File: src/rtl/ram_arb_pkg.sv
// Shared types and constants for the FIFO write-side RAM arbiter.
package ram_arb_pkg;
    localparam int DW_DEF = 32;
    localparam int AW_DEF = 3;
    localparam int REQ0   = 0;
    localparam int REQ1   = 1;

    typedef enum logic [1:0] {RUN, DRAIN, CLR} state_e;
endpackage

File: src/rtl/ram_wr_arbiter_if.sv
// Requester, credit, flush and RAM-write-port bundle of the write arbiter.
interface ram_wr_arbiter_if
    import ram_arb_pkg::*;
#(
    parameter int DW = DW_DEF,
    parameter int AW = AW_DEF
);
    logic [1:0]    req_vld;
    logic [DW-1:0] req_data0;
    logic [DW-1:0] req_data1;
    logic [1:0]    req_rdy;
    logic          crd_ret;
    logic          flush;
    logic          flush_done;
    logic          ram_we;
    logic [AW-1:0] ram_addr;
    logic [DW-1:0] ram_din;
    logic [AW:0]   occ;
    logic          full;
    logic          empty;
    logic          crd_err;

    modport master (
        output req_vld, req_data0, req_data1, crd_ret, flush,
        input  req_rdy, flush_done, ram_we, ram_addr, ram_din, occ, full, empty, crd_err
    );

    modport slave (
        input  req_vld, req_data0, req_data1, crd_ret, flush,
        output req_rdy, flush_done, ram_we, ram_addr, ram_din, occ, full, empty, crd_err
    );
endinterface

File: src/rtl/ram_wr_arbiter_rr_arb2.sv
// Two-way grant select. RAM_ARB_FIXED_PRIO_EN makes requester 0 win every tie
// and removes the last_grant register; otherwise ties alternate round-robin.
module rr_arb2 (
    input  logic       clk_i,
    input  logic       rst_i,
    input  logic [1:0] vld_i,
    input  logic       acc_i,
    output logic       gnt_o
);
`ifdef RAM_ARB_FIXED_PRIO_EN
    logic unused_ok;
    assign unused_ok = &{clk_i, rst_i, acc_i};
    assign gnt_o     = (vld_i == 2'b10);
`else
    logic last_q, last_d;

    // With no or both requesters valid, prefer the one that did not win last.
    always_comb begin
        unique case (vld_i)
            2'b01:   gnt_o = 1'b0;
            2'b10:   gnt_o = 1'b1;
            default: gnt_o = ~last_q;
        endcase
        last_d = acc_i ? gnt_o : last_q;
    end

    always_ff @(posedge clk_i or posedge rst_i) begin
        if (rst_i) last_q <= 1'b1;
        else       last_q <= last_d;
    end
`endif
endmodule

File: src/rtl/ram_wr_arbiter.sv
// Write-domain controller for the async FIFO RAM: arbitrates two requesters,
// generates write addresses and tracks occupancy from returned credits.
module ram_wr_arbiter
    import ram_arb_pkg::*;
#(
    parameter int DW = DW_DEF,
    parameter int AW = AW_DEF
)(
    input logic              wclk,
    input logic              wrst,
    ram_wr_arbiter_if.slave  bus
);
    localparam logic [AW:0] DEPTH = (AW+1)'(2**AW);

    state_e        state_q, state_d;
    logic [AW-1:0] wptr_q, wptr_d;
    logic [AW-1:0] addr_q, addr_d;
    logic [DW-1:0] din_q, din_d;
    logic          we_q, we_d;
    logic [AW:0]   occ_q, occ_d;
    logic          err_q, err_d;
    logic          gnt, open, accept, full;
    logic [1:0]    rdy;

    rr_arb2 u_arb (
        .clk_i (wclk),
        .rst_i (wrst),
        .vld_i (bus.req_vld),
        .acc_i (accept),
        .gnt_o (gnt)
    );

    assign full = (occ_q == DEPTH);

    // Ready is gated by wrst so nothing handshakes while reset is held.
    always_comb begin
        open      = (state_q == RUN) & ~full & ~bus.flush & ~wrst;
        rdy       = '0;
        rdy[REQ0] = open & ~gnt;
        rdy[REQ1] = open & gnt;
        accept    = |(rdy & bus.req_vld);
    end

    always_comb begin
        state_d = state_q;
        wptr_d  = wptr_q;
        addr_d  = addr_q;
        din_d   = din_q;
        we_d    = 1'b0;
        occ_d   = occ_q;
        err_d   = err_q;
        unique case (state_q)
            RUN: begin
                if (bus.flush) state_d = DRAIN;
                if (accept) begin
                    we_d   = 1'b1;
                    addr_d = wptr_q;
                    din_d  = rdy[REQ1] ? bus.req_data1 : bus.req_data0;
                    wptr_d = wptr_q + AW'(1);
                end
                unique case ({accept, bus.crd_ret})
                    2'b10: occ_d = occ_q + (AW+1)'(1);
                    2'b01: begin
                        if (occ_q == '0) err_d = 1'b1;
                        else             occ_d = occ_q - (AW+1)'(1);
                    end
                    default: ;
                endcase
            end
            DRAIN: state_d = CLR;
            CLR: begin
                state_d = RUN;
                wptr_d  = '0;
                occ_d   = '0;
            end
            default: state_d = RUN;
        endcase
    end

    always_ff @(posedge wclk or posedge wrst) begin
        if (wrst) begin
            state_q <= RUN;
            wptr_q  <= '0;
            addr_q  <= '0;
            din_q   <= '0;
            we_q    <= 1'b0;
            occ_q   <= '0;
            err_q   <= 1'b0;
        end else begin
            state_q <= state_d;
            wptr_q  <= wptr_d;
            addr_q  <= addr_d;
            din_q   <= din_d;
            we_q    <= we_d;
            occ_q   <= occ_d;
            err_q   <= err_d;
        end
    end

    assign bus.req_rdy    = rdy;
    assign bus.flush_done = (state_q == CLR);
    assign bus.ram_we     = we_q;
    assign bus.ram_addr   = addr_q;
    assign bus.ram_din    = din_q;
    assign bus.occ        = occ_q;
    assign bus.full       = full;
    assign bus.empty      = (occ_q == '0);
    assign bus.crd_err    = err_q;
endmodule

File: src/flat_wrapper.sv
// flat-port wrapper written by rule: the top's interface ports become plain ports
module ram_wr_arbiter_flat import ram_arb_pkg::*;
#(
    parameter int DW = DW_DEF,
    parameter int AW = AW_DEF
)
  (wclk, wrst, bus_req_vld, bus_req_data0, bus_req_data1, bus_crd_ret, bus_flush, bus_req_rdy, bus_flush_done, bus_ram_we, bus_ram_addr, bus_ram_din, bus_occ, bus_full, bus_empty, bus_crd_err);
  ram_wr_arbiter_if #(.DW(DW), .AW(AW)) bus_i ();
  input logic wclk;
  input logic wrst;
  input wire logic [$bits(bus_i.req_vld)-1:0] bus_req_vld;
  input wire logic [$bits(bus_i.req_data0)-1:0] bus_req_data0;
  input wire logic [$bits(bus_i.req_data1)-1:0] bus_req_data1;
  input wire logic [$bits(bus_i.crd_ret)-1:0] bus_crd_ret;
  input wire logic [$bits(bus_i.flush)-1:0] bus_flush;
  output wire logic [$bits(bus_i.req_rdy)-1:0] bus_req_rdy;
  output wire logic [$bits(bus_i.flush_done)-1:0] bus_flush_done;
  output wire logic [$bits(bus_i.ram_we)-1:0] bus_ram_we;
  output wire logic [$bits(bus_i.ram_addr)-1:0] bus_ram_addr;
  output wire logic [$bits(bus_i.ram_din)-1:0] bus_ram_din;
  output wire logic [$bits(bus_i.occ)-1:0] bus_occ;
  output wire logic [$bits(bus_i.full)-1:0] bus_full;
  output wire logic [$bits(bus_i.empty)-1:0] bus_empty;
  output wire logic [$bits(bus_i.crd_err)-1:0] bus_crd_err;
  assign bus_i.req_vld = bus_req_vld;
  assign bus_i.req_data0 = bus_req_data0;
  assign bus_i.req_data1 = bus_req_data1;
  assign bus_i.crd_ret = bus_crd_ret;
  assign bus_i.flush = bus_flush;
  assign bus_req_rdy = bus_i.req_rdy;
  assign bus_flush_done = bus_i.flush_done;
  assign bus_ram_we = bus_i.ram_we;
  assign bus_ram_addr = bus_i.ram_addr;
  assign bus_ram_din = bus_i.ram_din;
  assign bus_occ = bus_i.occ;
  assign bus_full = bus_i.full;
  assign bus_empty = bus_i.empty;
  assign bus_crd_err = bus_i.crd_err;
  ram_wr_arbiter #(.DW(DW), .AW(AW)) u_core (.wclk(wclk), .wrst(wrst), .bus(bus_i));
endmodule
File: config.mk
export PLATFORM = sky130hd
export DESIGN_NAME = ram_wr_arbiter_flat
export DESIGN_NICKNAME = d
export VERILOG_FILES = /design/src/rtl/ram_arb_pkg.sv /design/src/rtl/ram_wr_arbiter_if.sv /design/src/rtl/ram_wr_arbiter_rr_arb2.sv /design/src/rtl/ram_wr_arbiter.sv /design/src/flat_wrapper.sv
export SDC_FILE = /design/constraint.sdc
export NUM_CORES = 1
export LEC_CHECK = 0
export CAP_MARGIN = 30
export CORE_MARGIN = 2
export CORE_UTILIZATION = 36
export CTS_CLUSTER_DIAMETER = 200
export DETAILED_ROUTE_END_ITERATION = 8
export PLACE_DENSITY_LB_ADDON = 0.05
export REMOVE_ABC_BUFFERS = 1
export SYNTH_ARGS = -nofsm -noshare
export SYNTH_HDL_FRONTEND = slang
export SYNTH_SLANG_ARGS = --single-unit
export TNS_END_PERCENT = 20
File: constraint.sdc
create_clock -name wclk -period 3.15 [get_ports wclk]
set_clock_uncertainty 0.15 [all_clocks]
set_input_delay 0.945 -clock wclk [delete_from_list [all_inputs] [get_ports wclk]]
set_output_delay 0.945 -clock wclk [all_outputs]
set_load 0.01 [all_outputs]
Word level (Yosys, flattened, before mapping):

Index checks and enable logic that the tools add are counted.

* add/subtract/negate cells: 3
* equality and inequality tests: 11
* muxes and demuxes: 11
* bitwise gates (word level): 11
* reduce and logical (&&, ||, !) cells: 8

Operator list (number)
* $mux 32: 1
* $pmux 4 s2: 2
* $eq 2x1->1 const B: 3
* $eq 2x2->1 const B: 3
* $ne 3x3->1 const B: 2
* $pmux 3 s2: 1
* $reduce_and 3->1: 2
* $and 1x1->1: 5
* $not 1->1: 5
* $add 4x1->4 const B: 1
* $eq 4x4->1 const B: 1
* $logic_not 4->1: 1
* $mux 4: 1
* $pmux 2 s2: 1
* $reduce_and 2->1: 2
* $sub 4x1->4 const B: 1
* $add 3x1->3 const B: 1
* $mux 3: 1
* $and 2x2->2: 1
* $logic_not 2->1: 1
* $mux 1: 2
* $mux 2: 1
* $ne 2x1->1 const B: 1
* $ne 2x2->1 const B: 1
* 3 further kinds: 3

* register bits after elaboration: 47
* bits of input ports: 70
* output and inout bits: 46
* word-level logic and storage cells: 52

Longest topological paths before layout:

Gate-level depths: netlist of run 1.

* depth after elaboration: 11
* gate-level depth with buffers: 15
* mapped depth without buffers: 13

Cells and area by module:

Synthesis of run 1 repeated with hierarchy kept, for this count alone.

* cells, all modules: 232
* area, all modules: 2326.0 um2

Modules (own cells, without submodules)
* ram_wr_arbiter: times used 1, cells each 222, area each 2235.9 um2, seq. area each 1151.1 um2
* rr_arb2: times used 1, cells each 10, area each 90.1 um2, seq. area each 26.3 um2

Worst setup path before layout of run 1:

OpenSTA, ideal clock, no wires.

* path type: input -> register
* start: input port bus_req_vld[0]
* end: register u_core.occ_q[3], in the netlist u_core.bus.occ[3]
* library setup time: 122 ps
* arrival: 3387 ps
* required time: 2878 ps
* slack: -509 ps
* cell stages on the path: 15
* path buffers: 2
* cell sequence: inv_1 -> ha_1 -> nor2b_1 -> o21ai_0 -> a21oi_2 -> buf_6 -> buf_2 -> inv_1 -> ha_1 -> ha_1 -> a21o_1 -> a21oi_1 -> xnor2_1 -> nand2_1 -> a32o_1

* cells in the longest elaborated chain, start to end: 9
* elaborated cells between the ends (all ways): 15
* classes of those cells: eq/ne (6); mux (3); bitwise (4); reduce/logical (2)

RTL lines
* from (decl): RTL line flat_wrapper.sv:11 `input wire logic [$bits(bus_i.req_vld)-1:0] bus_req_vld;`
* $eq 2x2->1 / $eq 2x1->1 (equally long branches): RTL line ram_wr_arbiter_rr_arb2.sv:19 `unique case (vld_i)`
* $pmux 1 s2: RTL line ram_wr_arbiter_rr_arb2.sv:19
* $not 1->1: RTL line ram_wr_arbiter.sv:39 `rdy[REQ0] = open & ~gnt;`
* $and 1x1->1: RTL line ram_wr_arbiter.sv:39
* $and 2x2->2 *: RTL line ram_wr_arbiter.sv:41 `accept = |(rdy & bus.req_vld);`
* $reduce_or 2->1 *: RTL line ram_wr_arbiter.sv:41
* $eq 2x1->1 / $eq 2x2->1 (equally long branches): RTL line ram_wr_arbiter.sv:61 `unique case ({accept, bus.crd_ret})`
* $pmux 4 s2 / $ne 3x3->1 (equally long branches)
* $pmux 4 s2 / $reduce_and 3->1 (equally long branches)
* to (signal assigned): RTL line ram_wr_arbiter.sv:87 `occ_q <= '0;`
* to (signal assigned): RTL line ram_wr_arbiter.sv:95 `occ_q <= occ_d;`
* to (decl): RTL line ram_wr_arbiter.sv:20 `logic [AW:0] occ_q, occ_d;`

Every way passes the cells marked *; elsewhere a longest branch is shown, timed or not.
A chain may end at the register's enable or synchronous reset.

Worst setup path after layout of run 1:

* start: input port bus_flush
* end: output port bus_req_rdy[0]

* cells in the longest elaborated chain, start to end: 4

RTL lines
* from (decl): RTL line flat_wrapper.sv:15 `input wire logic [$bits(bus_i.flush)-1:0] bus_flush;`
* $not 1->1: RTL line ram_wr_arbiter.sv:37 `open = (state_q == RUN) & ~full & ~bus.flush & ~wrst;`
* $and 1x1->1 (2 in series): RTL line ram_wr_arbiter.sv:37
* $and 1x1->1: RTL line ram_wr_arbiter.sv:39
* to (decl): RTL line flat_wrapper.sv:16 `output wire logic [$bits(bus_i.req_rdy)-1:0] bus_req_rdy;`

Every way passes these cells.

==> summary.md, run 1 <==
| Metric | Value |
|---|---|
| Seq pwr share | `37.0%` |
| DRC | `0` |
| Post-CTS Hold Fix Bufs | `0` |
| Final Net Count | `456` |
| Reg-to-reg endpoint | `u_core.bus.occ[3]$_DFFE_PP0P_` |
| WHS Path Cells | `1` |
| CP cell instances | `dlygate4sd2_1 -> or4_4 -> buf_6 -> nor2_2 -> buf_2` |
| Critical path startpoint category | `input pin` |
| DP Area | `3580 µm²` |
| Critical Path Sink Type | `output port` |
| I/O Pins | `116` |
| Highest clock rate | `0.324 GHz` |
| 1st-iter DRT viols | `95` |
| Drt pass-1 iters | `4` |
| Num CTS Buffers | `5` |
| Net Sw Frac | `33.1%` |
| Hold Path Class | `register to register` |
| Total power | `2.74 mW` |
| ANT nets after route | `0` |
| Netlist cell types | `30` |
| Antenna violations before repair | `0` |
| Fraction of registers with async set/reset | `100%` |
| Number of flops mapped to enable cells by yosys | `0` |
| Reg area | `1180 µm²` |
| Gpl congestion | `0.838` |
| DP Wirelength | `4.33 mm` |
| # Max-Cap Violations | `0` |
| Peak VDD IR | `0.386 mV` |
| Share of layout cells above drive strength 1 | `13.9%` |
| Syn Std Cell Area | `2280 µm²` |
| Worst path max stage delay | `0.45 ns` |
| Slew @ Worst Pin | `0.701 ns` |
| Final worst path period share | `97.9%` |
| Final Setup Violations | `0` |
| Cell Int Power | `1.83 mW` |
| Combinational power share | `49.4%` |
| CP bufs+invs | `3` |
| Sw power | `909 µW` |
| Grt ovf | `0` |
| Top_reg_cell synth | `dfrtp_1` |
| Core area | `6240 µm²` |
| Vias in the first global route | `2101` |
| Delay-heaviest family, CP | `buffers and inverters` |
| R2R Setup Slk | `0.20 ns` |
| Clock power frac | `13.6%` |
| Die area | `7000 µm²` |
| N_diodes | `0` |
| Fillers | `561` |
| Rel. slew slack | `53.3%` |
| Later-pin clock latency in the skew report | `0.30 ns` |
| Port Buf Inserts | `115` |
| Commonest non-fill, non-tap cells in the layout | `clkdlybuf4s50_1 (109), nand2_1 (74), dfrtp_1 (46)` |
| Multi-input gate area in the final layout | `1070 µm²` |
| Root Driver | `clkbuf_8` |
| Hold worst-path end | `u_core.wptr_q[2]$_DFFE_PP0P_` |
| DIE HEIGHT | `83.7 µm` |
| Layout area overhead | `63.4%` |
| Commonest non-fill, non-tap cell in the layout | `clkdlybuf4s50_1` |
| Critical path class | `input pin to output port` |
| Via count | `2188` |
| Num Clock Sinks | `47` |
| Htree depth | `2` |
| YS warnings | `0` |
| Global-route wire length before repair | `10.1 mm` |
| Clock tree buffer depth | `2` |
| Total Wirelength | `6.22 mm` |
| Width of the die | `83.7 µm` |
| Post-synthesis cell count | `255` |
| Clk pin slew, worst setup/hold paths | `0.09 ns` |
| Hold path startpoint | `u_core.wptr_q[2]$_DFFE_PP0P_` |
| Syn avg cell area | `8.96 µm²` |
| Slowest-stage cell, CP | `or4_4` |
| CTS tree | `done` |
| Slew Limit Fails | `0` |
| Crit Path Max Fanout | `3` |
| Reg2Reg Depth | `11` |
| CP arrival | `1.99 ns` |
| Min Tclk post-route | `3.08 ns` |
| Largest net degree at the start of global routing | `75` |
| Design area | `3730 µm²` |
| Register area share after synthesis | `51.5%` |
| Rows | `29` |
| Vias per inst | `4.79` |
| Initial Util | `36.6%` |
| Outcome | `complete, no violations` |
| All-layer global routing usage | `18.2%` |
| Worst r2r src | `u_core.state_q[1]$_DFFE_PP0P_` |
| Leakage | `1.60 nW` |
| Power Density | `735 nW/µm²` |
| Worst EP required | `2.05 ns` |
| Avg WL per Cell | `13.6 µm` |
| Final Hold Vio Count | `0` |
| Register bit total from synthesis | `47` |
-- cells by family after synthesis --
group	count (synthesis)	synth area share, %
flops	47	51.5
fa+ha+maj	6	3.61
simple gates	126	23.0
xor+xnor	2	0.767
compound gates	48	13.2
mux	6	2.90
buf+inv	20	4.98
-- Yosys cell counts, drive strengths merged, types with 4 or more instances --
cell type,count,area [µm²]
a31oi,32,200
inv,6,22.5
ha,5,62.6
nor2,37,139
mux2,5,56.3
nor4,4,25.0
buf,11,80.1
dfrtp,46,1150
a21oi,4,23.8
nand2,74,278
o21ai,7,35.0
-- timing repair --
action	4_1_cts	5_1_grt
hold endpoints to repair	0	0
gates cloned	0	0
resized for setup	27	9
buffers inserted	0	1
endpoints found under the setup margin	11	3
pin swaps	5	6
-- worst max path at each step --
stage | from | to | slack (ns) | cells after the start
global placement | bus_req_vld[0] | bus_req_rdy[1] | -0.78 | 8
floorplan | bus_req_vld[0] | u_core.bus.occ[3]$_DFFE_PP0P_ | -1.68 | 13
detailed placement | bus_req_vld[0] | bus_req_rdy[1] | -0.80 | 8
global route | bus_flush | u_core.bus.occ[3]$_DFFE_PP0P_ | -0.01 | 11
CTS | bus_req_vld[0] | bus_req_rdy[1] | 0.0004 | 8
finish | bus_flush | bus_req_rdy[0] | 0.07 | 5
-- metrics by stage --
step                util, %  worst slack (ns)  hold WS [ns]  TNS, ns  cells
finish                 59.8            0.0668         0.325        0    457
global route           59.8           -0.0149         0.351  -0.0149    457
CTS                    59.7          0.000425         0.335        0    456
detailed placement     57.4            -0.798         0.320   -14.27    449
global placement       57.4            -0.784         0.313   -12.93    449
floorplan                 -             -1.68         0.295   -25.70    241
-- per-layer routing --
metal	wire, µm	track usage [%]	vias to the layer above
met5	0	0	-
met4	98	5.87	0
met3	550	7.32	8
met2	3020	30.6	79
met1	2560	21.2	994
li1	-	-	1107
-- power groups by stage --
stage,clock [mW],combinational (mW),sequential (mW)
6_report,0.374,1.36,1.01
5_1_grt,0.406,1.47,1.05
4_1_cts,0.385,1.36,1.02
3_5_place_dp,0,1.33,1.03
3_3_place_gp,0,1.33,1.01
2_1_floorplan,0,0.417,1.15
-- final cells by class --
class                           count  area share [%]
Clock inverter                      1           0.134
Inverter                            6           0.603
Sequential cell                    47            31.5
Timing Repair Buffer              132            34.1
Clock buffer                        6            2.21
Multi-Input combinational cell    188            28.8
Tap cell                           77            2.58
-- sequential cells by signal, indices dropped and copies added (netlist names) --
signal / count
u_core.bus.ram_din: 32
u_core.bus.occ: 4
u_core.bus.ram_addr: 3
u_core.wptr_q: 3
u_core.state_q: 2
u_core.bus.crd_err: 1
u_core.bus.ram_we: 1
u_core.u_arb.last_q: 1
(Power assumes the default switching activity.)
==> inputs of run 2 (changes only) <==
- CORE_MARGIN: 2 -> unset
==> run 2 against run 1 <==
Compared with the run above:
- combinational power is essentially flat
- critical path depth is the same
- clock power shrank 4%
- power grew 0.13%
- hold slack lost 0.0023 ns
- global-route usage grew 1.2 points
- sequential share of layout area is essentially flat
- maximum frequency shrank 0.74%
- wire length grew 1.1%
- die area shrank 4.7%
- critical path type unchanged
==> summary.md, run 2 (same netlist as run 1, synthesis figures left out) <==
| Metric | Value |
|---|---|
| Final worst path period share | `98.6% (was 97.9%)` |
| GRT met3 Usage | `7.44% (was 7.32%)` |
| Total Wirelength | `6.29 mm (was 6.22 mm)` |
| Final Setup Violations | `0 (unchanged)` |
| Core area | `6030 µm² (was 6240 µm²)` |
| Final Hold Vio Count | `0 (unchanged)` |
| Slowest-stage cell, CP | `or4_4 (unchanged)` |
| # Max-Cap Violations | `0 (unchanged)` |
| RSZ-0062 raised after global routing | `no` |
| Post-Route Utilization | `62.0% (was 59.8%)` |
| Global-route wire length before repair | `9.74 mm (was 10.1 mm)` |
| Slew @ Worst Pin | `0.692 ns (was 0.701 ns)` |
| CP cell instances | `dlygate4sd2_1 -> or4_4 -> buf_4 -> nor2_2 -> buf_2 (was dlygate4sd2_1 -> or4_4 -> buf_6 -> nor2_2 -> buf_2)` |
| N_diodes | `0 (unchanged)` |
| Critical path startpoint category | `input pin (unchanged)` |
| DP Wirelength | `4.37 mm (was 4.33 mm)` |
| CTS tree | `done (unchanged)` |
| Crit Path Max Fanout | `3 (unchanged)` |
| Final Net Count | `457 (was 456)` |
| Rel. slew slack | `53.8% (was 53.3%)` |
| Worst r2r src | `u_core.state_q[1]$_DFFE_PP0P_ (unchanged)` |
| Commonest non-fill, non-tap cells in the layout | `clkdlybuf4s50_1 (109), nand2_1 (72), dfrtp_1 (46) (was clkdlybuf4s50_1 (109), nand2_1 (74), dfrtp_1 (46))` |
| Die area | `6670 µm² (was 7000 µm²)` |
| Share of layout cells above drive strength 1 | `14.7% (was 13.9%)` |
| Critical Path Sink Type | `output port (unchanged)` |
| CP bufs+invs | `3 (unchanged)` |
| Reg area | `1180 µm² (unchanged)` |
| Hold path startpoint | `u_core.wptr_q[2]$_DFFE_PP0P_ (unchanged)` |
| DRC | `0 (unchanged)` |
| Clock tree buffer depth | `2 (unchanged)` |
| Clk pin slew, worst setup/hold paths | `0.08 ns (was 0.09 ns)` |
| All-layer global routing usage | `19.4% (was 18.2%)` |
| Global routing's busiest layer | `met2 (unchanged)` |
| Num Clock Sinks | `47 (unchanged)` |
| Power Density | `735 nW/µm² (about the same)` |
| TNS Setup | `0 ns (unchanged)` |
| Grt met1 use | `23.8% (was 21.2%)` |
| Rows | `28 (was 29)` |
| Avg WL per Cell | `13.8 µm (was 13.6 µm)` |
| Leakage | `1.60 nW (about the same)` |
| Outcome | `complete, no violations (unchanged)` |
| Worst path max stage delay | `0.45 ns (about the same)` |
| Width of the die | `81.7 µm (was 83.7 µm)` |
| Peak VDD IR | `0.314 mV (was 0.386 mV)` |
| 1st-iter DRT viols | `72 (was 95)` |
| Drt pass-1 iters | `4 (unchanged)` |
| Antenna violations before repair | `0 (unchanged)` |
| Grt ovf | `0 (unchanged)` |
| Via count | `2224 (was 2188)` |
| Fillers | `565 (was 561)` |
| Later-pin clock latency in the skew report | `0.29 ns (was 0.30 ns)` |
| ANT nets after route | `0 (unchanged)` |
| DP Area | `3580 µm² (about the same)` |
| CP arrival | `2.01 ns (was 1.99 ns)` |
| Design area | `3740 µm² (was 3730 µm²)` |
| Layout area overhead | `63.6% (was 63.4%)` |
| Slew Limit Fails | `0 (unchanged)` |
| I/O Pins | `116 (unchanged)` |
| Vias per inst | `4.87 (was 4.79)` |
| Min Tclk post-route | `3.11 ns (was 3.08 ns)` |
| Max FFs per register | `32 (unchanged)` |
| Port Buf Inserts | `115 (unchanged)` |
| Gpl congestion | `0.845 (was 0.838)` |
| Worst EP required | `2.05 ns (about the same)` |
| Initial Util | `37.9% (was 36.6%)` |
| Hold Path Class | `register to register (unchanged)` |
| Largest net degree at the start of global routing | `75 (unchanged)` |
| Critical path class | `input pin to output port (unchanged)` |
| CP startpoint | `bus_flush (unchanged)` |
| Num CTS Buffers | `5 (unchanged)` |
| Post-CTS Hold Fix Bufs | `0 (unchanged)` |
| Commonest non-fill, non-tap cell in the layout | `clkdlybuf4s50_1 (unchanged)` |
| Highest clock rate | `0.322 GHz (was 0.324 GHz)` |
| DIE HEIGHT | `81.7 µm (was 83.7 µm)` |
| Vias in the first global route | `2067 (was 2101)` |
| Htree depth | `2 (unchanged)` |
| Multi-input gate area in the final layout | `1080 µm² (was 1070 µm²)` |
| Root Driver | `clkbuf_8 (unchanged)` |
| Delay-heaviest family, CP | `buffers and inverters (unchanged)` |
| M2 GR Usage | `31.7% (was 30.6%)` |
run 2: cell types whose count changed in the layout (fill, tap and decap cells not counted), sizes merged:
cell / before / now
buf: 19 / 20
clkinvlp: 0 / 1
run 2: power by group:
part           switching, mW  internal (mW)
clock network          0.204          0.156
logic                  0.575          0.802
registers              0.146          0.864
total                  0.925           1.82
run 2: layout make-up:
cell class / instances / share of cell area, %
Sequential cell: 47 / 31.5
Tap cell: 75 / 2.51
Multi-Input combinational cell: 188 / 29.0
Clock buffer: 6 / 1.94
Inverter: 6 / 0.602
Timing Repair Buffer: 133 / 34.1
Clock inverter: 2 / 0.335
run 2: repair_timing:
| item | in CTS | in global routing |
|---|---|---|
| endpoints found under the hold margin | 0 | 0 |
| pin swaps | 3 | 7 |
| setup buffers | 0 | 2 |
| gates cloned | 0 | 0 |
| endpoints found under the setup margin | 11 | 3 |
| resized for setup | 27 | 10 |
run 2: stage by stage:
stage | power [mW] | instances | setup slack [ns] | hold slack (ns)
floorplan | 1.57 | 241 | -1.68 | 0.295
global placement | 2.34 | 447 | -0.757 | 0.313
detailed placement | 2.36 | 447 | -0.795 | 0.320
CTS | 2.75 | 455 | -0.0454 | 0.332
global route | 2.94 | 457 | 0.0142 | 0.358
finish | 2.75 | 457 | 0.0439 | 0.322
run 2: routing by layer:
layer | wire, µm | part of all wire [%]
met2 | 3110 | 49
met5 | 0 | 0
met1 | 2610 | 41
met3 | 499 | 7.9
met4 | 74 | 1.2
run 2: path summary, 6_finish.rpt:
| check | end | slack, ns | depth (start not counted) |
|---|---|---|---|
| min in group asynchronous | u_core.bus.crd_err$_DFFE_PP0P_ | 0.53 | 2 |
| worst min-delay path | u_core.wptr_q[2]$_DFFE_PP0P_ | 0.32 | 1 |
| max in group asynchronous | u_core.bus.ram_din[3]$_DFFE_PP0P_ | 1.82 | 3 |
| worst max register to register | u_core.bus.occ[3]$_DFFE_PP0P_ | 0.25 | 11 |
| worst min register to register | u_core.wptr_q[2]$_DFFE_PP0P_ | 0.32 | 1 |
| worst max-delay path | bus_req_rdy[0] | 0.04 | 5 |
